**src/rtl/ctrl_pkg.sv**
```systemverilog
// Shared encodings for the multicycle RV32I control path: FSM states,
// opcodes and the select/operation codes seen by the ALU, SignExtend and
// the datapath muxes.
package ctrl_pkg;

   typedef enum logic [3:0] {
      S_FETCH,
      S_DECODE,
      S_MEMADR,
      S_MEMREAD,
      S_MEMWB,
      S_MEMWRITE,
      S_EXEC_R,
      S_EXEC_I,
      S_EXEC_U,
      S_ALUWB,
      S_BRANCH,
      S_JAL,
      S_TRAP
   } state_t;

   localparam logic [6:0] OP_LOAD   = 7'b0000011;
   localparam logic [6:0] OP_STORE  = 7'b0100011;
   localparam logic [6:0] OP_R      = 7'b0110011;
   localparam logic [6:0] OP_I      = 7'b0010011;
   localparam logic [6:0] OP_BRANCH = 7'b1100011;
   localparam logic [6:0] OP_JAL    = 7'b1101111;
   localparam logic [6:0] OP_LUI    = 7'b0110111;

   typedef enum logic [2:0] {
      ALU_ADD = 3'b000,
      ALU_SUB = 3'b001,
      ALU_AND = 3'b010,
      ALU_OR  = 3'b011,
      ALU_SLT = 3'b101
   } alu_ctrl_t;

   typedef enum logic [2:0] {
      IMM_I = 3'b000,
      IMM_S = 3'b001,
      IMM_B = 3'b010,
      IMM_J = 3'b011,
      IMM_U = 3'b100
   } imm_src_t;

   typedef enum logic [1:0] {
      A_PC     = 2'b00,
      A_OLD_PC = 2'b01,
      A_RS1    = 2'b10,
      A_ZERO   = 2'b11
   } src_a_t;

   typedef enum logic [1:0] {
      B_RS2  = 2'b00,
      B_IMM  = 2'b01,
      B_FOUR = 2'b10
   } src_b_t;

   typedef enum logic [1:0] {
      RES_ALUOUT  = 2'b00,
      RES_MEMDATA = 2'b01,
      RES_ALU     = 2'b10
   } result_src_t;

   typedef enum logic [1:0] {
      ALUOP_ADD   = 2'b00,
      ALUOP_SUB   = 2'b01,
      ALUOP_FUNCT = 2'b10
   } alu_op_t;

   // funct3 values the ALU can execute for R/I arithmetic
   function automatic logic funct3_supported(input logic [2:0] f3);
      return (f3 == 3'b000) || (f3 == 3'b010) || (f3 == 3'b110) || (f3 == 3'b111);
   endfunction

endpackage

```
**src/rtl/multicycle_ctrl_if.sv**
```systemverilog
// Shared instruction/data memory port: request, store strobe, address
// select and the completion handshake from memory.
interface multicycle_ctrl_if;
   logic mem_req;
   logic mem_write;
   logic adr_src;
   logic mem_ready;

   modport master (output mem_req, output mem_write, output adr_src, input mem_ready);
   modport slave  (input mem_req, input mem_write, input adr_src, output mem_ready);
endinterface

```
**src/rtl/alu_decoder.sv**
```systemverilog
// ALU operation decode from the FSM's alu_op and the instruction's
// funct3/funct7b5.
module alu_decoder
   import ctrl_pkg::*;
(
   input  alu_op_t   alu_op,
   input  logic [2:0] funct3,
   input  logic      funct7b5,
   input  logic      is_rtype,
   output alu_ctrl_t alu_ctrl,
   output logic      illegal
);

   // illegal ignores alu_op so the FSM can screen funct3 while still in DECODE
   always_comb begin
      alu_ctrl = ALU_ADD;
      illegal  = !funct3_supported(funct3);
      case (alu_op)
         ALUOP_ADD: alu_ctrl = ALU_ADD;
         ALUOP_SUB: alu_ctrl = ALU_SUB;
         default: begin
            case (funct3)
               3'b000: begin
                  if (is_rtype && funct7b5) alu_ctrl = ALU_SUB;
                  else                      alu_ctrl = ALU_ADD;
               end
               3'b010:  alu_ctrl = ALU_SLT;
               3'b110:  alu_ctrl = ALU_OR;
               3'b111:  alu_ctrl = ALU_AND;
               default: alu_ctrl = ALU_ADD;
            endcase
         end
      endcase
   end

endmodule

```
**src/rtl/multicycle_ctrl.sv**
```systemverilog
// Main control FSM for the multicycle RV32I core.
//
//   state      | meaning
//   -----------+-----------------------------------------------------
//   FETCH      | read instruction at PC, PC <= PC+4 on completion
//   DECODE     | branch/jump target (old PC + imm) into ALU-result reg
//   MEMADR     | rs1 + imm for load/store address
//   MEMREAD    | data read at ALU-result address
//   MEMWB      | write loaded data to rd
//   MEMWRITE   | data write at ALU-result address
//   EXEC_R     | rs1 op rs2
//   EXEC_I     | rs1 op imm
//   EXEC_U     | 0 + imm (lui)
//   ALUWB      | write ALU-result reg to rd
//   BRANCH     | compare rs1/rs2, take target on BEQ/BNE condition
//   JAL        | PC <= target, compute old PC + 4 for rd
//   TRAP       | illegal instruction, halted until reset
module multicycle_ctrl
   import ctrl_pkg::*;
#(
   parameter int OPCODE_W  = 7,
   parameter int ALUCTRL_W = 3
) (
   input  logic                 clk,
   input  logic                 rst,
   multicycle_ctrl_if.master    mem,
   input  logic [OPCODE_W-1:0]  op,
   input  logic [2:0]           funct3,
   input  logic                 funct7b5,
   input  logic                 eq,
   output logic                 ir_write,
   output logic                 pc_write,
   output logic                 reg_write,
   output logic [1:0]           alu_src_a,
   output logic [1:0]           alu_src_b,
   output logic [1:0]           result_src,
   output logic [ALUCTRL_W-1:0] alu_ctrl,
   output logic [2:0]           imm_src,
   output logic                 instr_done,
   output logic                 trap
);

   state_t    state, state_nxt;
   alu_op_t   alu_op;
   alu_ctrl_t alu_dec;
   logic      f3_illegal;
   logic      is_rtype;
   logic      mem_req_s, mem_write_s, adr_src_s;
   logic      ir_write_s, pc_write_s, reg_write_s, done_s, trap_s;

   assign is_rtype = (op == OP_R);

   alu_decoder u_alu_decoder (
      .alu_op   (alu_op),
      .funct3   (funct3),
      .funct7b5 (funct7b5),
      .is_rtype (is_rtype),
      .alu_ctrl (alu_dec),
      .illegal  (f3_illegal)
   );

   // state register; reset lands in FETCH immediately
   always_ff @(posedge clk or posedge rst) begin
      if (rst) state <= S_FETCH;
      else     state <= state_nxt;
   end

   // next state and control outputs
   always_comb begin
      state_nxt   = state;
      mem_req_s   = 1'b0;
      mem_write_s = 1'b0;
      adr_src_s   = 1'b0;
      ir_write_s  = 1'b0;
      pc_write_s  = 1'b0;
      reg_write_s = 1'b0;
      done_s      = 1'b0;
      trap_s      = 1'b0;
      alu_src_a   = A_PC;
      alu_src_b   = B_RS2;
      result_src  = RES_ALUOUT;
      alu_op      = ALUOP_ADD;
      imm_src     = IMM_I;
      case (state)
         S_FETCH: begin
            mem_req_s  = 1'b1;
            alu_src_b  = B_FOUR;
            result_src = RES_ALU;
            if (mem.mem_ready) begin
               ir_write_s = 1'b1;
               pc_write_s = 1'b1;
               state_nxt  = S_DECODE;
            end
         end
         S_DECODE: begin
            alu_src_a = A_OLD_PC;
            alu_src_b = B_IMM;
            case (op)
               OP_STORE:  imm_src = IMM_S;
               OP_BRANCH: imm_src = IMM_B;
               OP_JAL:    imm_src = IMM_J;
               OP_LUI:    imm_src = IMM_U;
               default:   imm_src = IMM_I;
            endcase
            case (op)
               OP_LOAD, OP_STORE: state_nxt = S_MEMADR;
               OP_R:      state_nxt = f3_illegal ? S_TRAP : S_EXEC_R;
               OP_I:      state_nxt = f3_illegal ? S_TRAP : S_EXEC_I;
               OP_BRANCH: state_nxt = (funct3[2:1] == 2'b00) ? S_BRANCH : S_TRAP;
               OP_JAL:    state_nxt = S_JAL;
               OP_LUI:    state_nxt = S_EXEC_U;
               default:   state_nxt = S_TRAP;
            endcase
         end
         S_MEMADR: begin
            alu_src_a = A_RS1;
            alu_src_b = B_IMM;
            imm_src   = (op == OP_STORE) ? IMM_S : IMM_I;
            state_nxt = (op == OP_LOAD) ? S_MEMREAD : S_MEMWRITE;
         end
         S_MEMREAD: begin
            mem_req_s = 1'b1;
            adr_src_s = 1'b1;
            if (mem.mem_ready) state_nxt = S_MEMWB;
         end
         S_MEMWB: begin
            result_src  = RES_MEMDATA;
            reg_write_s = 1'b1;
            done_s      = 1'b1;
            state_nxt   = S_FETCH;
         end
         S_MEMWRITE: begin
            mem_req_s   = 1'b1;
            mem_write_s = 1'b1;
            adr_src_s   = 1'b1;
            if (mem.mem_ready) begin
               done_s    = 1'b1;
               state_nxt = S_FETCH;
            end
         end
         S_EXEC_R: begin
            alu_src_a = A_RS1;
            alu_src_b = B_RS2;
            alu_op    = ALUOP_FUNCT;
            state_nxt = S_ALUWB;
         end
         S_EXEC_I: begin
            alu_src_a = A_RS1;
            alu_src_b = B_IMM;
            alu_op    = ALUOP_FUNCT;
            state_nxt = S_ALUWB;
         end
         S_EXEC_U: begin
            alu_src_a = A_ZERO;
            alu_src_b = B_IMM;
            imm_src   = IMM_U;
            state_nxt = S_ALUWB;
         end
         S_ALUWB: begin
            reg_write_s = 1'b1;
            done_s      = 1'b1;
            state_nxt   = S_FETCH;
         end
         S_BRANCH: begin
            alu_src_a  = A_RS1;
            alu_src_b  = B_RS2;
            alu_op     = ALUOP_SUB;
            imm_src    = IMM_B;
            pc_write_s = eq ^ funct3[0];
            done_s     = 1'b1;
            state_nxt  = S_FETCH;
         end
         S_JAL: begin
            alu_src_a  = A_OLD_PC;
            alu_src_b  = B_FOUR;
            imm_src    = IMM_J;
            pc_write_s = 1'b1;
            state_nxt  = S_ALUWB;
         end
         S_TRAP: begin
            trap_s = 1'b1;
         end
         default: state_nxt = S_TRAP;
      endcase
   end

   // enables are forced low by rst combinationally so an in-flight request
   // is withdrawn in the same cycle reset arrives
   assign mem.mem_req   = mem_req_s   & ~rst;
   assign mem.mem_write = mem_write_s & ~rst;
   assign mem.adr_src   = adr_src_s;
   assign ir_write      = ir_write_s  & ~rst;
   assign pc_write      = pc_write_s  & ~rst;
   assign reg_write     = reg_write_s & ~rst;
   assign instr_done    = done_s      & ~rst;
   assign trap          = trap_s      & ~rst;
   assign alu_ctrl      = alu_dec;

endmodule

```
**src/flat_wrapper.sv**
```systemverilog
// flat-port wrapper written by rule: the top's interface ports become plain ports
module multicycle_ctrl_flat import ctrl_pkg::*;
#(
   parameter int OPCODE_W  = 7,
   parameter int ALUCTRL_W = 3
)
  (clk, rst, op, funct3, funct7b5, eq, ir_write, pc_write, reg_write, alu_src_a, alu_src_b, result_src, alu_ctrl, imm_src, instr_done, trap, mem_mem_req, mem_mem_write, mem_adr_src, mem_mem_ready);
  multicycle_ctrl_if mem_i ();
  input  logic clk;
  input  logic rst;
  input  logic [OPCODE_W-1:0] op;
  input  logic [2:0] funct3;
  input  logic funct7b5;
  input  logic eq;
  output logic ir_write;
  output logic pc_write;
  output logic reg_write;
  output logic [1:0] alu_src_a;
  output logic [1:0] alu_src_b;
  output logic [1:0] result_src;
  output logic [ALUCTRL_W-1:0] alu_ctrl;
  output logic [2:0] imm_src;
  output logic instr_done;
  output logic trap;
  output wire logic [$bits(mem_i.mem_req)-1:0] mem_mem_req;
  output wire logic [$bits(mem_i.mem_write)-1:0] mem_mem_write;
  output wire logic [$bits(mem_i.adr_src)-1:0] mem_adr_src;
  input wire logic [$bits(mem_i.mem_ready)-1:0] mem_mem_ready;
  assign mem_mem_req = mem_i.mem_req;
  assign mem_mem_write = mem_i.mem_write;
  assign mem_adr_src = mem_i.adr_src;
  assign mem_i.mem_ready = mem_mem_ready;
  multicycle_ctrl #(.OPCODE_W(OPCODE_W), .ALUCTRL_W(ALUCTRL_W)) u_core (.clk(clk), .rst(rst), .mem(mem_i), .op(op), .funct3(funct3), .funct7b5(funct7b5), .eq(eq), .ir_write(ir_write), .pc_write(pc_write), .reg_write(reg_write), .alu_src_a(alu_src_a), .alu_src_b(alu_src_b), .result_src(result_src), .alu_ctrl(alu_ctrl), .imm_src(imm_src), .instr_done(instr_done), .trap(trap));
endmodule
```
**config.mk**
```make
export PLATFORM = sky130hd
export DESIGN_NAME = multicycle_ctrl_flat
export DESIGN_NICKNAME = d
export VERILOG_FILES = /design/src/rtl/ctrl_pkg.sv /design/src/rtl/multicycle_ctrl_if.sv /design/src/rtl/alu_decoder.sv /design/src/rtl/multicycle_ctrl.sv /design/src/flat_wrapper.sv
export SDC_FILE = /design/constraint.sdc
export NUM_CORES = 1
export LEC_CHECK = 0
export ABC_AREA = 0
export BUFFER_PORTS_ARGS = -buffer_cell sky130_fd_sc_hd__buf_2
export CORE_UTILIZATION = 46
export DETAILED_ROUTE_END_ITERATION = 8
export PLACE_DENSITY = 0.74
export SYNTH_ARGS = -nofsm -noshare
export SYNTH_HDL_FRONTEND = slang
export SYNTH_HIERARCHICAL = 1
export SYNTH_SLANG_ARGS = --single-unit
```
**constraint.sdc**
```tcl
create_clock -name clk -period 1.75 [get_ports clk]
set_input_delay 0 -clock clk [delete_from_list [all_inputs] [get_ports clk]]
set_output_delay 0 -clock clk [all_outputs]
set_load 0.02 [all_outputs]
```
Word-level counts from Yosys, hierarchy flattened

Index checks and enable logic that the tools add are counted.

Latch bits: 0
Memories: 0
Register bits: 4
RAM bits: 0
Memory bits (read-only): 0

$add $sub $neg: 0
Bitwise operators: 10
Mux-type cells: 28
Shift operators: 0
Div/mod/pow operators: 0
Reductions and logical operators: 20
Equal/unequal tests: 26
Order comparisons: 0
Multipliers: 0

Operators with widths:

| operator           | number |
|---|---|
| $pmux 4 s8         | 1 |
| $pmux 3 s4         | 2 |
| $pmux 4 s6         | 1 |
| $eq 7x6->1 const B | 3 |
| $eq 4x4->1 const B | 5 |
| $mux 4             | 5 |
| $eq 4x3->1 const B | 4 |
| $pmux 3 s5         | 1 |
| $eq 7x7->1 const B | 2 |
| $pmux 2 s2         | 3 |
| $reduce_or 2->1    | 6 |
| $reduce_or 4->1    | 3 |
| $mux 1             | 9 |
| $eq 4x2->1 const B | 2 |
| $and 1x1->1        | 7 |
| $eq 7x2->1 const B | 1 |
| $eq 7x5->1 const B | 1 |
| $eq 3x3->1 const B | 2 |
| $mux 3             | 2 |
| $ne 2x2->1 const B | 3 |
| $pmux 2 s3         | 1 |
| $pmux 3 s2         | 1 |
| $reduce_or 3->1    | 2 |
| $eq 4x1->1 const B | 1 |
| other kinds (12)   | 16 |

Logic depth before layout (Yosys ltp)

Gate-level depths: netlist (run 1).

Depth in word-level cells: 7
Depth in mapped cells: 7
Depth with buffers taken out: 6

Cells and area by module

The synthesis (run 1) kept the hierarchy.

By module, submodules not included:

| module          | cells each | sequential area each (um2) | times used | area an instance (um2) |
|---|---|---|---|---|
| multicycle_ctrl | 117        | 100.1                      | 1          | 734.5 |
| alu_decoder     | 8          | 0.0                        | 1          | 48.8 |

Least setup slack after synthesis (run 1)

Ideal clock, no wire load.

Kind: flip-flop to output port
Start: reg u_core.state[2]
End: out pc_write
Path slack: -0.220 ns
Cell stages (with the launch flop): 5
Arrival time: 1.970 ns
Required time: 1.750 ns
Buffers on the path: 1
Cell sequence: dfrtp_1 clkbuf_1 nor4_1 and3_1 or2_2

Word-level cells in the longest chain between the ends: 3
Elaborated cells between the ends (all ways): 5
Classes of those cells: eq/ne: 2; mux: 1; bitwise: 1; reduce/logical: 1

RTL lines:

| element                                              | line                   | source |
|---|---|---|
| from (decl)                                          | multicycle_ctrl.sv:43  | `state_t state, state_nxt;` |
| from (signal assigned)                               | multicycle_ctrl.sv:65  | `else state <= state_nxt;` |
| $eq 4x4->1 / $logic_not 4->1 (equally long branches) | multicycle_ctrl.sv:84  | `case (state)` |
| $pmux 1 s3 *                                         | multicycle_ctrl.sv:84  |  |
| $and 1x1->1 *                                        | multicycle_ctrl.sv:193 | `assign pc_write = pc_write_s & ~rst;` |
| to (decl)                                            | flat_wrapper.sv:16     | `output logic pc_write;` |

Mark *: on every way between the ends. The rest lies on a longest branch, timed or not.

Worst setup path after layout (run 1)

Start: reg u_core.state[0]
End: out alu_ctrl[0]

Word-level cells in the longest chain between the ends: 5
Elaborated cells between the ends (all ways): 8
Classes of those cells: eq/ne: 4; mux: 2; reduce/logical: 2

RTL lines:

| element                                              | line                  | source |
|---|---|---|
| $eq 4x3->1                                           | multicycle_ctrl.sv:84 |  |
| $reduce_or 2->1 (no source line)                     | --                    |  |
| $pmux 2 s2 *                                         | multicycle_ctrl.sv:84 |  |
| net u_core.alu_op[0]                                 | multicycle_ctrl.sv:44 | `alu_op_t alu_op;` |
| $eq 2x1->1 / $logic_not 2->1 (equally long branches) | alu_decoder.sv:18     | `case (alu_op)` |
| $pmux 3 s2 *                                         | alu_decoder.sv:18     |  |
| to (decl)                                            | flat_wrapper.sv:21    | `output logic [ALUCTRL_W-1:0] alu_ctrl;` |

Mark *: on every way through the listed nets, which the timed path passes. The rest lies on a longest branch.

==> flow_metrics.env, run 1 <==
export IMPL_maxSlewHeadroom_pct=78.8
export IMPL_clk_latency_ns=0.24
export IMPL_finalSetupTns_ns=0
export IMPL_start_util_pct=50.8
export IMPL_holdWs_ns=0.0909
export IMPL_crit_buf_inv=3
export IMPL_grt_overflow=0
export IMPL_antenna_cells=0
export IMPL_tightestPinTransition_ns=0.315
export IMPL_synth_seq_cells=4
export IMPL_worst_endpoint_required_ns=1.75
export IMPL_yosysWarnings=6
export IMPL_synth_cell_types=39
export IMPL_antenna_found_initial=0
export IMPL_pin_count=35
export IMPL_core_um2=1540
export IMPL_cts_tree="yes"
export IMPL_status="finished, final reports clean"
export IMPL_peakVddDrop_mv=1.11
export IMPL_largestRegisters="u_core/state x4"
export IMPL_dieArea_um2=1870
export IMPL_die_x_um=43.3
export IMPL_drc=0
export IMPL_drt_iter0_drc=39
export IMPL_cap_violations=0
export IMPL_num_rows=14
export IMPL_portBuffers=34
export IMPL_path_clk_slew_ns=0.04
export IMPL_layout_min_cycle_time_ns=1.67
export IMPL_p_total_w=0.00154
export IMPL_rsz0062_at_grt="yes"
export IMPL_vias=1114
export IMPL_endpoint_kind="output port"
export IMPL_grt_usage_pct=28.5
export IMPL_critPathTopFamily="flip-flops"
export IMPL_setup_slack_ns=0.0750
export IMPL_wl_per_cell_um=15.0
export IMPL_cp_max_fo=10
export IMPL_slowest_delay_ns=0.47
export IMPL_worstHoldPathType="in2reg"
export IMPL_grt_pass1_vias=941
export IMPL_synth_seq_area_share_pct=12.8
export IMPL_gp_congestion=0.905
export IMPL_dr_pass1_iters=4
export IMPL_p_per_area_nw_per_um2=1410
export IMPL_grt_max_degree=14
export IMPL_hold_viol=0
export IMPL_yosysTopAreaCell="dfrtp_1"
export IMPL_netlist_instances=125
export IMPL_synth_fp_nets=140
export IMPL_setup_viol=0
export IMPL_post_drt_via_cell_ratio=6.22
export IMPL_wl_mm=2.68
export IMPL_area_growth_syn_to_layout_pct=39.0
export IMPL_crit_path_start_kind="flop"
export IMPL_synth_area_top_cells="dfrtp_1 13%, a21oi_1 10%, nor3_1 10%"
export IMPL_syn_mean_instance_area_um2=6.27
export IMPL_crit_arrival_ns=1.67
export IMPL_largest_register="u_core/state"
export IMPL_largest_register_ffs=4
export IMPL_grt_pass1_wl_mm=4.05
export IMPL_cts_sinks=4
export IMPL_fin_crit_sh_pct=95.7
export IMPL_cts_root_buf="clkbuf_4"
export IMPL_fin_nets=180
export IMPL_drv_slew=0
export IMPL_hpwlAfterDp_mm=1.99
export IMPL_utilization_pct=70.6
export IMPL_fmax_mhz=597
export IMPL_cts_buffer_depth=2
export IMPL_p_leak_nw=0.496
export IMPL_cpMaxStageDelayCell="dfrtp_2"
export IMPL_htree_num_levels=1
export IMPL_drive_gt1_share_pct=39.3
export IMPL_numCtsBuffers=3
export IMPL_path_cells="buf_4, nand2b_2, nor2_2, inv_1, o22ai_2, buf_2"
export IMPL_dp_slack_ns=0.172
export IMPL_ant_nets=0
export IMPL_synth_area_um2=783
export IMPL_crit_type="reg2out"
export IMPL_die_height_um=43.3
export IMPL_yosysTopAreaCellShare_pct=12.8
export IMPL_fin_worst_skew_ns=0.0103
cells in the final DEF (no fill, tap or decap), drive strengths merged, types with 4 or more instances in the layout:
cell / netlist / routed
a21oi: 16 / 16
nor3: 16 / 16
buf: 2 / 43
nor2: 12 / 12
o21ai: 7 / 7
nand2: 5 / 5
and2: 4 / 4
and3: 4 / 4
nand3b: 4 / 4
nand2b: 7 / 7
dfrtp: 4 / 4
metal layers:
layer | track usage (%) | vias up | wire [um]
met3 | 2.55 | 8 | 245
met4 | 13.9 | 0 | 45
met2 | 46.6 | 70 | 1280
met5 | 0 | - | 0
li1 | - | 540 | -
met1 | 37.0 | 496 | 1110
stage by stage:
| step | area, um^2 | cells |
|---|---|---|
| 6_report | 1090 | 179 |
| 5_1_grt | 1090 | 179 |
| 4_1_cts | 1040 | 177 |
| 3_5_place_dp | 1000 | 173 |
| 3_3_place_gp | 1000 | 173 |
| 2_1_floorplan | 796 | 125 |
synthesized netlist by cell type, drive strengths merged:
cell     n
a21oi   16
nor3    16
nor2    12
clkbuf   7
nand2b   7
o21ai    7
nand2    5
and2     4
and3     4
dfrtp    4
nand3b   4
a211oi   3
inv      3
o22ai    3
a21o     2
buf      2
nand3    2
nor2b    2
nor4     2
or2      2
or3      2
or4      2
a211o    1
a21boi   1
a22oi    1
a31oi    1
and3b    1
and4b    1
mux2i    1
nor3b    1
o21a     1
o31a     1
o31ai    1
o32ai    1
or2b     1
xor2     1
worst min-delay path, cell delays in order:
cell,delay [ns]
buf_2,0.12
nor4_1,0.06
a21oi_1,0.11
report_power, final:
| group | leakage, nW | total, W | internal [W] | switching (W) |
|---|---|---|---|---|
| Clock | 0.0138 | 0.000115 | 0.0000767 | 0.0000380 |
| Sequential | 0.0453 | 0.000245 | 0.000137 | 0.000108 |
| Combinational | 0.437 | 0.00118 | 0.000479 | 0.000697 |
cell type report:
type                    instances  area [um^2]
fillers                       148          453
inverters                       3         11.3
repair buffers                 44          248
multi-input cells             109          682
well taps                      16         20.0
flip-flops and latches          4          105
clock buffers                   3         22.5
kinds of logic (layout without fill, tap and decap cells):
logic type / Yosys count / in the layout / share of synthesized area (%)
buffers and inverters: 12 / 50 / 5.91
AO/OA/AOI/OAI: 39 / 39 / 29.9
XOR/XNOR: 1 / 1 / 1.12
multiplexers: 1 / 1 / 1.28
AND/OR/NAND/NOR: 68 / 68 / 49.0
flip-flops: 4 / 4 / 12.8
worst paths after layout:
kind                                       from               to  slack [ns]  cells past startpoint
worst min-delay path              mem_mem_ready  u_core/state[2]        0.09                      3
worst max register to register  u_core/state[0]  u_core/state[1]        0.18                      3
min in group asynchronous                   rst  u_core/state[2]        0.28                      3
max in group asynchronous                   rst  u_core/state[1]        1.25                      3
worst max-delay path            u_core/state[0]      alu_ctrl[0]        0.08                      6
worst min register to register  u_core/state[1]  u_core/state[2]        0.76                      3
what timing repair did:
action                     4_1_cts  5_1_grt
setup endpoints to repair        3        8
hold buffers                     1        0
pin swaps                        0        0
setup buffers                    0        2
resized for setup                2       10
hold endpoints to repair         4        0
(Power assumes the default switching activity.)
==> run 2: changes to the inputs <==
Settings changed: BUFFER_PORTS_ARGS -buffer_cell sky130_fd_sc_hd__buf_2 to default, CORE_UTILIZATION 46 to 60, DONT_BUFFER_PORTS from default to 1, PLACE_DENSITY 0.74 to 0.72.
==> run 2 against run 1 <==
Flip-flop and latch count stayed put; setup slack worse by 0.0071 ns; global-route usage up 8.8 points; clock skew down 0.0096 ns.
==> flow_metrics.env, run 2 (synthesized netlist as in run 1, its figures left out) <==
export IMPL_cts_sinks=4
export IMPL_final_cell_mix="23 x buf_4, 16 x a21oi_1, 14 x nor3_1"
export IMPL_antenna_cells=0
export IMPL_grt_max_degree=19
export IMPL_p_per_area_nw_per_um2=1510
export IMPL_grt_overflow=0
export IMPL_drive_gt1_share_pct=28.5
export IMPL_crit_arrival_ns=1.68
export IMPL_num_rows=12
export IMPL_path_cells="buf_4, nand2b_1, a21o_1, a21oi_1, buf_4"
export IMPL_path_clk_slew_ns=0.04
export IMPL_cp_max_fo=9
export IMPL_htree_num_levels=1
export IMPL_ant_nets=0
export IMPL_die_x_um=38.1
export IMPL_clk_latency_ns=0.23
export IMPL_drv_slew=0
export IMPL_post_drt_via_cell_ratio=7.17
export IMPL_setup_slack_ns=0.0679
export IMPL_fillers=59
export IMPL_die_height_um=38.1
export IMPL_vias=1133
export IMPL_grt_usage_pct=37.3
export IMPL_largest_register_ffs=4
export IMPL_dp_slack_ns=0.230
export IMPL_worstHoldPathType="in2reg"
export IMPL_status="finished, final reports clean"
export IMPL_tightestPinTransition_ns=0.460
export IMPL_grt_pass1_vias=760
export IMPL_endpoint_kind="output port"
export IMPL_fin_worst_skew_ns=0.000697
export IMPL_fin_crit_sh_pct=96.1
export IMPL_dieArea_um2=1450
export IMPL_cts_root_buf="clkbuf_4"
export IMPL_area_growth_syn_to_layout_pct=31.0
export IMPL_worst_endpoint_required_ns=1.75
export IMPL_utilization_pct=88.7
export IMPL_rsz0062_at_grt="no"
export IMPL_antenna_found_initial=0
export IMPL_numCtsBuffers=3
export IMPL_fmax_mhz=595
export IMPL_hp_start="op[0]"
export IMPL_critPathTopFamily="flip-flops"
export IMPL_gp_congestion=0.880
export IMPL_wl_mm=2.75
export IMPL_pin_count=35
export IMPL_cpMaxStageDelayCell="dfrtp_2"
export IMPL_portBuffers=0
export IMPL_layout_min_cycle_time_ns=1.68
export IMPL_hpwlAfterDp_mm=1.72
export IMPL_largest_register="u_core/state"
export IMPL_startpoint="u_core/state[0]"
export IMPL_grt_pass1_wl_mm=3.71
export IMPL_peakVddDrop_mv=1.40
export IMPL_cap_violations=0
export IMPL_fin_nets=161
export IMPL_r2r_start="u_core/state[0]"
export IMPL_maxSlewHeadroom_pct=69.4
export IMPL_p_leak_nw=0.413
export IMPL_core_um2=1160
export IMPL_hold_viol=0
export IMPL_crit_buf_inv=2
export IMPL_layout_commonest_cell="buf_4"
export IMPL_finalSetupTns_ns=0
export IMPL_slowest_delay_ns=0.46
export IMPL_dpl_cell_area_um2=928
export IMPL_wl_per_cell_um=17.4
export IMPL_setup_viol=0
export IMPL_crit_type="reg2out"
export IMPL_dr_pass1_iters=4
export IMPL_path_common_cell="buf_4"
export IMPL_drt_iter0_drc=91
export IMPL_final_area_um2=1030
export IMPL_drc=0
export IMPL_start_util_pct=67.7
export IMPL_crit_path_start_kind="flop"
export IMPL_largestRegisters="u_core/state x4"
export IMPL_cts_tree="yes"
export IMPL_cts_buffer_depth=2
run 2: cell types whose count changed in the layout (fill, tap and decap cells not counted), sizes merged:
cell / change
dlygate4sd3: +1
buf: -20
run 2: final cells by class:
cell class                      instances  area [um^2]  share of cell area, %
Inverter                                3         11.3                   1.10
Multi-Input combinational cell        109          678                   66.1
Timing Repair Buffer                   25          193                   18.8
Tap cell                               14         17.5                   1.71
Clock buffer                            3         22.5                   2.20
Sequential cell                         4          104                   10.1
run 2: repair_timing:
action / 4_1_cts / 5_1_grt
hold endpoints to repair: 5 / 0
gates resized for setup: 1 / 9
setup buffers: 0 / 3
pin swaps: 0 / 0
endpoints found under the setup margin: 1 / 7
gates cloned: 0 / 0
hold buffers: 2 / 0
run 2: final timing paths:
check	to	depth (start not counted)	slack [ns]
max in group asynchronous	u_core/state[0]	2	1.41
hold reg to reg	u_core/state[2]	3	0.75
setup / recovery	alu_src_a[0]	5	0.07
min in group asynchronous	u_core/state[1]	2	0.13
setup reg to reg	u_core/state[2]	3	0.18
hold / removal	u_core/state[1]	2	0.02
run 2: stage by stage:
step | total power [W] | hold slack (ns) | std cells
after floorplan | 0.000966 | -0.220 | 125
after global placement | 0.00128 | -0.184 | 150
after detailed placement | 0.00130 | -0.190 | 150
after CTS | 0.00143 | 0.0130 | 155
after global routing | 0.00165 | 0.0158 | 158
final | 0.00155 | 0.0180 | 158
run 2: where the power goes:
group | internal, W | switching [W] | total [W] | leakage [nW]
clock | 0.0000769 | 0.0000405 | 0.000117 | 0.0138
combinational | 0.000514 | 0.000720 | 0.00123 | 0.353
sequential | 0.000135 | 0.0000671 | 0.000202 | 0.0463
run 2: per-layer routing:
metal | vias to the layer above | track usage (%) | wire [um]
met3 | 16 | 6.98 | 333
met4 | 0 | 12.5 | 95
met2 | 112 | 58.9 | 1280
met1 | 499 | 50.4 | 1040
li1 | 506 | - | -
met5 | - | 0 | 0
==> run 3: changes to the inputs <==
Settings changed: REMOVE_ABC_BUFFERS from default to 1.
==> run 3 against run 2 <==
The run now ends with hold timing left; final cell count shrank 1.3%; clock skew grew 0.0013 ns; maximum frequency shrank 3.5%; critical path type unchanged; largest cell class unchanged.
==> flow_metrics.env, run 3 (synthesized netlist as in run 1, its figures left out) <==
export IMPL_fmax_mhz=574
export IMPL_layout_min_cycle_time_ns=1.74
export IMPL_p_leak_nw=0.406
export IMPL_largest_register="u_core/state"
export IMPL_post_drt_via_cell_ratio=6.93
export IMPL_ant_nets=0
export IMPL_htree_num_levels=1
export IMPL_cts_tree="yes"
export IMPL_grt_pass1_wl_mm=3.78
export IMPL_final_cell_mix="20 x buf_4, 16 x a21oi_1, 15 x nor3_1"
export IMPL_cellInternalPower_w=0.000694
export IMPL_grt_usage_pct=37.0
export IMPL_drc=0
export IMPL_violations="hold timing"
export IMPL_status="complete, but fails checks"
export IMPL_worst_endpoint_required_ns=1.75
export IMPL_cap_violations=0
export IMPL_die_x_um=38.1
export IMPL_path_cells="buf_4, nor3_1, a21oi_1, nor3_1, buf_4"
export IMPL_setup_viol=0
export IMPL_cts_sinks=4
export IMPL_drv_slew=0
export IMPL_swShare_pct=54.6
export IMPL_crit_path_start_kind="flop"
export IMPL_dieArea_um2=1450
export IMPL_peakVddDrop_mv=0.824
export IMPL_cts_setup_buffers=0
export IMPL_cpMaxStageDelayCell="dfrtp_1"
export IMPL_numPlacedInstances=150
export IMPL_drive_gt1_share_pct=28.2
export IMPL_slowest_delay_ns=0.49
export IMPL_crit_arrival_ns=1.74
export IMPL_crit_type="reg2out"
export IMPL_fillers=69
export IMPL_grt_overflow=0
export IMPL_critPathTopFamily="flip-flops"
export IMPL_die_height_um=38.1
export IMPL_largestRegisters="u_core/state x4"
export IMPL_pin_count=35
export IMPL_setup_slack_ns=0.00632
export IMPL_p_per_area_nw_per_um2=1520
export IMPL_wl_per_cell_um=16.8
export IMPL_antenna_found_initial=0
export IMPL_maxSlewHeadroom_pct=69.1
export IMPL_vias=1081
export IMPL_pwr_share_comb_pct=76.0
export IMPL_clk_latency_ns=0.24
export IMPL_fin_worst_skew_ns=0.00197
export IMPL_cp_max_fo=17
export IMPL_tightestPinTransition_ns=0.464
export IMPL_largest_register_ffs=4
export IMPL_p_seq_share_pct=16.4
export IMPL_dp_slack_ns=0.144
export IMPL_fin_crit_sh_pct=99.6
export IMPL_portBuffers=0
export IMPL_cts_root_buf="clkbuf_4"
export IMPL_drt_iter0_drc=81
export IMPL_cts_buffer_depth=2
export IMPL_path_clk_slew_ns=0.04
export IMPL_fin_nets=159
export IMPL_layout_commonest_cell="buf_4"
export IMPL_clockPowerShare_pct=7.7
export IMPL_grt_pass1_vias=866
export IMPL_antenna_cells=0
export IMPL_grt_max_degree=18
export IMPL_gp_congestion=0.847
export IMPL_core_um2=1160
export IMPL_num_rows=12
export IMPL_holdWs_ns=-0.0257
export IMPL_hold_viol=1
export IMPL_dr_pass1_iters=4
export IMPL_wl_mm=2.61
export IMPL_p_sw_w=0.000834
export IMPL_crit_buf_inv=2
export IMPL_endpoint_kind="output port"
export IMPL_stdcell_count=156
export IMPL_numCtsBuffers=3
export IMPL_start_util_pct=67.7
export IMPL_hpwlAfterDp_mm=1.71
export IMPL_worstHoldPathType="in2reg"
export IMPL_area_growth_syn_to_layout_pct=28.1
-- run 3: power groups by stage --
stage / clock network [W] / logic, W / registers [W]
5_1_grt: 0.000121 / 0.00123 / 0.000258
4_1_cts: 0.000118 / 0.00108 / 0.000230
3_3_place_gp: 0 / 0.00104 / 0.000226
2_1_floorplan: 0 / 0.000647 / 0.000260
3_5_place_dp: 0 / 0.00105 / 0.000227
6_report: 0.000117 / 0.00116 / 0.000250
-- run 3: path summary, 6_finish.rpt --
check / start / endpoint / slack [ns] / cells past startpoint
max: u_core/state[1] / mem_mem_req / 0.006 / 5
min: op[1] / u_core/state[1] / -0.03 / 2
max reg2reg: u_core/state[0] / u_core/state[2] / 0.03 / 3
min in group asynchronous: rst / u_core/state[2] / 0.13 / 2
max in group asynchronous: rst / u_core/state[3] / 1.42 / 2
min reg2reg: u_core/state[2] / u_core/state[0] / 0.81 / 3
-- run 3: what timing repair did --
action                                  in CTS  in global routing
gates resized for setup                      3                  8
endpoints found under the setup margin       2                  7
hold buffers                                 3                  0
endpoints found under the hold margin        6                  0
-- run 3: final cells by class --
class / instances / area (um^2) / area share [%]
Multi-Input combinational cell: 109 / 668 / 66.6
Tap cell: 14 / 17.5 / 1.75
Inverter: 3 / 11.3 / 1.12
Clock buffer: 3 / 22.5 / 2.24
Timing Repair Buffer: 23 / 180 / 18.0
Sequential cell: 4 / 104 / 10.3
-- run 3: stage by stage --
stage / TNS (ns) / util [%] / total power [W] / instance area (um^2) / hold WS [ns]
after global routing: -0.0357 / 86.8 / 0.00161 / 1000 / 0.00343
after global placement: 0 / 79.2 / 0.00126 / 916 / -0.190
after floorplan: -0.560 / - / 0.000907 / 748 / -0.220
final: 0 / 86.8 / 0.00153 / 1000 / -0.0257
after detailed placement: 0 / 79.2 / 0.00128 / 916 / -0.189
after CTS: 0 / 84.4 / 0.00143 / 976 / 0.00854
-- run 3: per-layer routing --
layer	vias up	part of all wire, %	GRT usage [%]
li1	497	-	-
met1	491	38	42.7
met2	78	49	67.8
met3	15	9.0	6.40
met4	0	3.6	11.6
met5	-	0	0
-- run 3: worst reg2reg max path, cell delays in order (launching register included) --
cell	delay (ns)
dfrtp_2	0.50
or4_1	0.61
a211oi_1	0.33
a21oi_1	0.14
